===== src/rtl/qrs_beat_controller.sv =====
// QRS beat qualifier: confirmation run, refractory blanking, RR interval, beat count, asystole alarm.
// Optional RR_AVG_EN macro adds a running RR average output rr_avg.
module qrs_beat_controller #(
    parameter int CONFIRM_N = 3,
    parameter int REFRACT_N = 72,
    parameter int ASYS_N    = 1080,
    parameter int RR_W      = 12
) (
    input  logic            clk,
    input  logic            rst,
    input  logic            sample_valid,
    input  logic            qrs_raw,
    input  logic            enable,
    output logic            beat_valid,
    output logic [RR_W-1:0] rr_interval,
    output logic [15:0]     beat_count,
    output logic            asystole,
`ifdef RR_AVG_EN
    output logic [RR_W-1:0] rr_avg,
`endif
    output logic [1:0]      state
);

    typedef enum logic [1:0] {IDLE = 2'd0, SEARCH = 2'd1, CONFIRM = 2'd2, REFRACT = 2'd3} state_t;

    localparam logic [RR_W-1:0] RR_MAX = {RR_W{1'b1}};

    state_t          st;
    logic [3:0]      run;
    logic [RR_W-1:0] refract;
    logic [RR_W-1:0] rr_cnt;
    logic [RR_W-1:0] rr_inc;
    logic            have_beat;
    logic            beat;

    assign state  = st;
    assign rr_inc = (rr_cnt == RR_MAX) ? rr_cnt : rr_cnt + 1'b1;

    // Confirming sample: the run reaches CONFIRM_N on this strobe.
    assign beat = sample_valid && qrs_raw &&
                  ((st == SEARCH  && CONFIRM_N == 1) ||
                   (st == CONFIRM && (run + 4'd1) == 4'(CONFIRM_N)));

`ifdef RR_AVG_EN
    logic            avg_seeded;
    logic [RR_W+2:0] avg_sum;
    assign avg_sum = ({3'b000, rr_avg} << 3) - {3'b000, rr_avg} + {3'b000, rr_inc};
`endif

    always_ff @(posedge clk or posedge rst) begin
        if (rst) begin
            st          <= IDLE;
            run         <= '0;
            refract     <= '0;
            rr_cnt      <= '0;
            have_beat   <= 1'b0;
            beat_valid  <= 1'b0;
            rr_interval <= '0;
            beat_count  <= '0;
            asystole    <= 1'b0;
`ifdef RR_AVG_EN
            rr_avg      <= '0;
            avg_seeded  <= 1'b0;
`endif
        end else begin
            beat_valid <= 1'b0;
            if (!enable) begin
                st          <= IDLE;
                run         <= '0;
                refract     <= '0;
                rr_cnt      <= '0;
                have_beat   <= 1'b0;
                rr_interval <= '0;
                beat_count  <= '0;
                asystole    <= 1'b0;
`ifdef RR_AVG_EN
                rr_avg      <= '0;
                avg_seeded  <= 1'b0;
`endif
            end else if (st == IDLE) begin
                st <= SEARCH;
            end else if (sample_valid) begin
                if (beat) begin
                    beat_valid  <= 1'b1;
                    beat_count  <= beat_count + 16'd1;
                    asystole    <= 1'b0;
                    st          <= REFRACT;
                    refract     <= '0;
                    run         <= '0;
                    rr_interval <= have_beat ? rr_inc : '0;
                    rr_cnt      <= '0;
                    have_beat   <= 1'b1;
`ifdef RR_AVG_EN
                    if (have_beat) begin
                        rr_avg     <= avg_seeded ? avg_sum[RR_W+2:3] : rr_inc;
                        avg_seeded <= 1'b1;
                    end
`endif
                end else begin
                    rr_cnt <= rr_inc;
                    if (rr_inc == RR_W'(ASYS_N))
                        asystole <= 1'b1;
                    case (st)
                        SEARCH: if (qrs_raw) begin
                            run <= 4'd1;
                            st  <= CONFIRM;
                        end
                        CONFIRM: if (qrs_raw) begin
                            run <= run + 4'd1;
                        end else begin
                            run <= '0;
                            st  <= SEARCH;
                        end
                        REFRACT: if ((refract + 1'b1) == RR_W'(REFRACT_N)) begin
                            refract <= '0;
                            st      <= SEARCH;
                        end else begin
                            refract <= refract + 1'b1;
                        end
                        default: st <= IDLE;
                    endcase
                end
            end
        end
    end

endmodule


===== config.mk =====
export PLATFORM = sky130hd
export DESIGN_NAME = qrs_beat_controller
export DESIGN_NICKNAME = d
export VERILOG_FILES = /design/src/rtl/qrs_beat_controller.sv
export SDC_FILE = /design/constraint.sdc
export NUM_CORES = 1
export LEC_CHECK = 0
export ABC_AREA = 1
export BUFFER_PORTS_ARGS = -buffer_cell sky130_fd_sc_hd__buf_2
export CAP_MARGIN = 20
export CORE_MARGIN = 1.5
export CORE_UTILIZATION = 52
export DETAILED_ROUTE_END_ITERATION = 10
export PLACE_DENSITY = 0.75
export SLEW_MARGIN = 25
export SYNTH_ARGS = -nofsm -noshare
export SYNTH_HDL_FRONTEND = slang
export SYNTH_SLANG_ARGS = --single-unit

===== constraint.sdc =====
create_clock -name clk -period 6.2 [get_ports clk]
set_input_delay 1.55 -clock clk [delete_from_list [all_inputs] [get_ports clk]]
set_output_delay 1.55 -clock clk [all_outputs]
set_load 0.1 [all_outputs]

== Word-level counts from Yosys, hierarchy flattened ==
Index checks and enable logic that the tools add are counted.
Word-level totals
  output and inout bits: 32
  word-level logic and storage cells: 89
  input port bits: 5
  register bits after elaboration: 61
Operators by class
  eq/ne operators: 18
  mux-type cells: 48
  reduce and logical (&&, ||, !) cells: 10
  $add $sub $neg: 4
Operators by type and width (number)
  12-bit two-way mux: 16
  16-bit two-way mux: 4
  12-bit by 1-bit adder with 12-bit output, second input constant: 2
  4-bit two-way mux: 6
  16-bit by 1-bit adder with 16-bit output, second input constant: 1
  2-bit two-way mux: 7
  1-bit two-way mux: 13
  12-bit by 11-bit == test with 1-bit output, second input constant: 1
  12-bit == test, second input constant: 1
  12-bit by 7-bit == test with 1-bit output, second input constant: 1
  5-bit by 4-bit inequality test with 1-bit output, second input constant: 2
  3-bit AND reduction: 3
  4-bit case mux with 2 select lines: 1
  4-bit AND reduction: 2
  3-bit by 1-bit inequality test with 1-bit output, second input constant: 2
  2-bit case mux with 3 select lines: 1
  5-bit inequality test, second input constant: 1
  4-bit by 1-bit adder with 4-bit output, second input constant: 1
  2-bit == test, second input constant: 2
  4-bit by 2-bit == test with 1-bit output, second input constant: 1
  2-bit inequality test, second input constant: 2
  4-bit by 1-bit inequality test with 1-bit output, second input constant: 1
  4-bit inequality test, second input constant: 1
  1-bit logical AND: 3
  other kinds (5): 5

== Logic depth before layout (Yosys ltp) ==
  depth after elaboration: 8
  gate-level depth with buffers: 14
  gate-level depth less buffers: 14

== Worst setup path before layout ==
No wires, ideal clock.
  kind: input -> register
  start point: input qrs_raw
  end point: register rr_interval[10]
  arrival time: 2.508 ns
  data required time: 6.126 ns
  stages: 9
  path buffers: 1
  path slack: 3.618 ns
  library setup time: 0.074 ns
  cells stage by stage: nand2_1 > nor2_1 > nand3_2 > nand2_4 > nand2_8 > nor2_8 > nand2_2 > buf_6 > o21ai_2
Between the ends
  longest elaborated chain between the ends: 4
Ends and longest elaborated chain
  start, declared: line 12  | input logic qrs_raw,
  1-bit logical AND (2 in a row): line 40  | assign beat = sample_valid && qrs_raw &&
  2-bit by 1-bit inequality test with 1-bit output (no line)
  3-bit AND reduction (no line)
  end signal, assigned: line 90  | rr_interval <= have_beat ? rr_inc : '0;
  end, declared: line 15  | output logic [RR_W-1:0] rr_interval,
No other way between the ends.
A chain may end at the register's enable or synchronous reset.

== Final worst setup path ==
  start point: register beat_count[12]
  end point: output beat_count[12]
RTL lines
  start, declared: line 16  | output logic [15:0] beat_count,
  start signal, assigned: line 85  | beat_count <= beat_count + 16'd1;
No word-level cell between the ends.

==> results.yml <==
outcome:
  status: "finished clean"
critical_path:
  arrival_ns: 1.30
  crit_buf_inv: 1
  end_kind: "output pin"
  cp_num_cells: 1
  crit_type: "reg -> out"
  cp_top_family: "flip-flops"
  max_stage_delay_ns: 0.48
  worstPathCellList: "buf_2"
  worst_path_max_delay_cell: "dfrtp_1"
  worst-endpoint-required_ns: 4.65
  worst-path-max-fanout: 7
  cp-start-kind: "flip-flop"
  worst_r2r_path_depth: 9
timing:
  rsz0062_at_grt: "false"
  setup_tns_ns: 0
  max_slew_margin_pct: 48.0
  finalHoldViolations: 0
  min_period_over_period_pct: 45.9
  tightestPinTransition_ns: 0.780
  setup_viol: 0
  skew_ns: 0.0126
  fmax_mhz: 351
  post-route-min-period_ns: 2.85
  finalMaxSlewViolations: 0
cts:
  clk_path_buf_depth: 2
  postCtsSetupBuffers: 0
  cts-buffers-inserted: 9
  cts_hold_buf: 0
  cts_resized: 0
  cts_htree_levels: 3
  cts_tree: "built"
  clock_latency_ns: 0.34
  cts_root_buffer: "clkbuf_8"
  clkSinkCount: 61
  path_clk_slew_ns: 0.07
final_layout:
  stdcell_count: 567
  area_growth_pct: 12.1
  n_fill_cell: 610
  diodes: 0
  drive_above_1_share_pct: 20.9
  final_common_cell: "nand2_1"
  final_cell_mix: "111 x nand2_1, 61 x dfrtp_1, 47 x inv_1, 38 x nand3_1, 36 x buf_2"
  final_nets: 498
  postLayoutCellArea_mm2: 0.00401
drt:
  finalWirelength_mm: 8.06
  drtAntennaViolNets: 0
  wl_per_cell_um: 14.2
  viasPerCell: 5.52
  vias: 3131
  first_pass_iters: 4
  drtIter0Drc: 222
  drc: 0
floorplanning:
  die_height_um: 86
  rows: 30
  fp.dieW_um: 86
  die_area_mm2: 0.00740
  core_area_mm2: 0.00672
  io_pins: 37
  start_util_pct: 53.3
global_routing:
  grtUsageTotal_pct: 24.0
  grt_max_degree: 62
  antenna_found_initial: 0
  first_global_vias: 3073
  grt-ovfl-total: 0
  grt_pass1_wl_mm: 14.0
run:
  maxCapViolCount: 0
power:
  total_power_mw: 1.13
  powerDensity_mw_per_mm2: 282
  peakVddDrop_v: 0.000128
  p_leak_nw: 1.88
yosys:
  ys_warn_count: 0
  synth_edf_count: 0
  synth_area_leaders: "dfrtp_1 43%, nand2_1 12%, nand3_1 5.3%"
  ys_types: 40
  ys_ff_latch: 61
  netlist_area_mm2: 0.00358
  async_reset_ff_share_pct: 100
  synth_top_area_share_pct: 42.6
  synthesis.instances: 440
  synth_nets: 456
  ys.flop_type: "dfrtp_1"
  synth.largest_area_cell: "dfrtp_1"
  seq_area_frac_synth_pct: 42.6
  syn_avg_cell_area_um2: 8.14
min_path:
  min_path_cells: 2
  hold_path.class: "reg -> reg"
placed_design:
  post-place-cells: 551
  dp_hpwl_mm: 5.85
  post_dp_cell_area_mm2: 0.00382
  io_buffers: 36
  globalplace.congestion: 0.937
[power by group]
group	internal, mW	leakage [nW]	switching [mW]	total, mW
sequential	0.424	0.842	0.0353	0.460
combinational	0.0684	0.938	0.256	0.324
clock	0.195	0.0964	0.152	0.347
total	0.688	1.88	0.443	1.13
[flip-flops by register name, summed over array words and instances, names as in the netlist]
register	flops
refract	12
rr_cnt	12
have_beat	1
beat_count	16
beat_valid	1
asystole	1
rr_interval	12
run	4
state	2
[worst register-to-register path, cell delays in order (launching register included)]
cell,delay (ns)
dfrtp_1,0.47
inv_1,0.12
ha_1,0.20
inv_2,0.10
nand2_1,0.12
nand2_2,0.30
nand2_8,0.21
nor2_8,0.19
nand2_2,0.22
o21ai_0,0.21
[final timing paths]
path | start | slack, ns | endpoint
hold reg to reg | rr_interval[0] | 0.49 | rr_interval[0]
setup reg to reg | state[1] | 3.99 | rr_interval[2]
setup / recovery | beat_count[12] | 3.35 | beat_count[12]
hold / removal | rr_interval[0] | 0.49 | rr_interval[0]
max in group asynchronous | rst | 4.25 | run[3]
min in group asynchronous | rst | 1.42 | beat_count[7]
[cells in the mapped netlist (5+ instances only)]
cell and n:
o21ai_2 12, xor2_1 12, o21ai_0 21, nand3_1 38, o22ai_1 18, nand2_2 11
ha_1 11, nand4_1 8, nor2_1 30, dfrtp_1 61, nor2_2 5, o21ai_1 8
nand2_1 111, inv_1 48
[layer usage]
layer  GRT usage, %  share of wire [%]  up-vias
li1               -                  -     1534
met1           31.7                 46     1502
met2           38.9                 48       78
met3           3.85                3.7       17
met4           10.9                1.9        0
met5              0                  0        -
[area by class of cell]
cell class	count	area, um^2	area share [%]
Clock buffer	12	145	3.62
Clock inverter	4	47.5	1.18
Inverter	55	216	5.39
Multi-Input combinational cell	318	1790	44.6
Sequential cell	61	1530	38.0
Tap cell	80	100	2.49
Timing Repair Buffer	37	188	4.68
[kinds of logic (layout without fill, tap and decap cells)]
logic type	Yosys count	count (layout)	share of synthesized area (%)
simple gates	220	220	29.6
compound gates	71	71	12.4
flops	61	61	42.6
buf+inv	61	108	7.40
xor+xnor	16	16	4.12
fa+ha+maj	11	11	3.84
[stage by stage]
stage | hold WS, ns | setup slack [ns] | util, %
after floorplan | 0.469 | 3.14 | -
after global placement | 0.469 | 3.23 | 56.9
after detailed placement | 0.480 | 3.18 | 56.9
after CTS | 0.496 | 3.35 | 59.7
after global routing | 0.518 | 3.30 | 59.7
final | 0.489 | 3.35 | 59.7
Power figures use the tool's default switching activity.
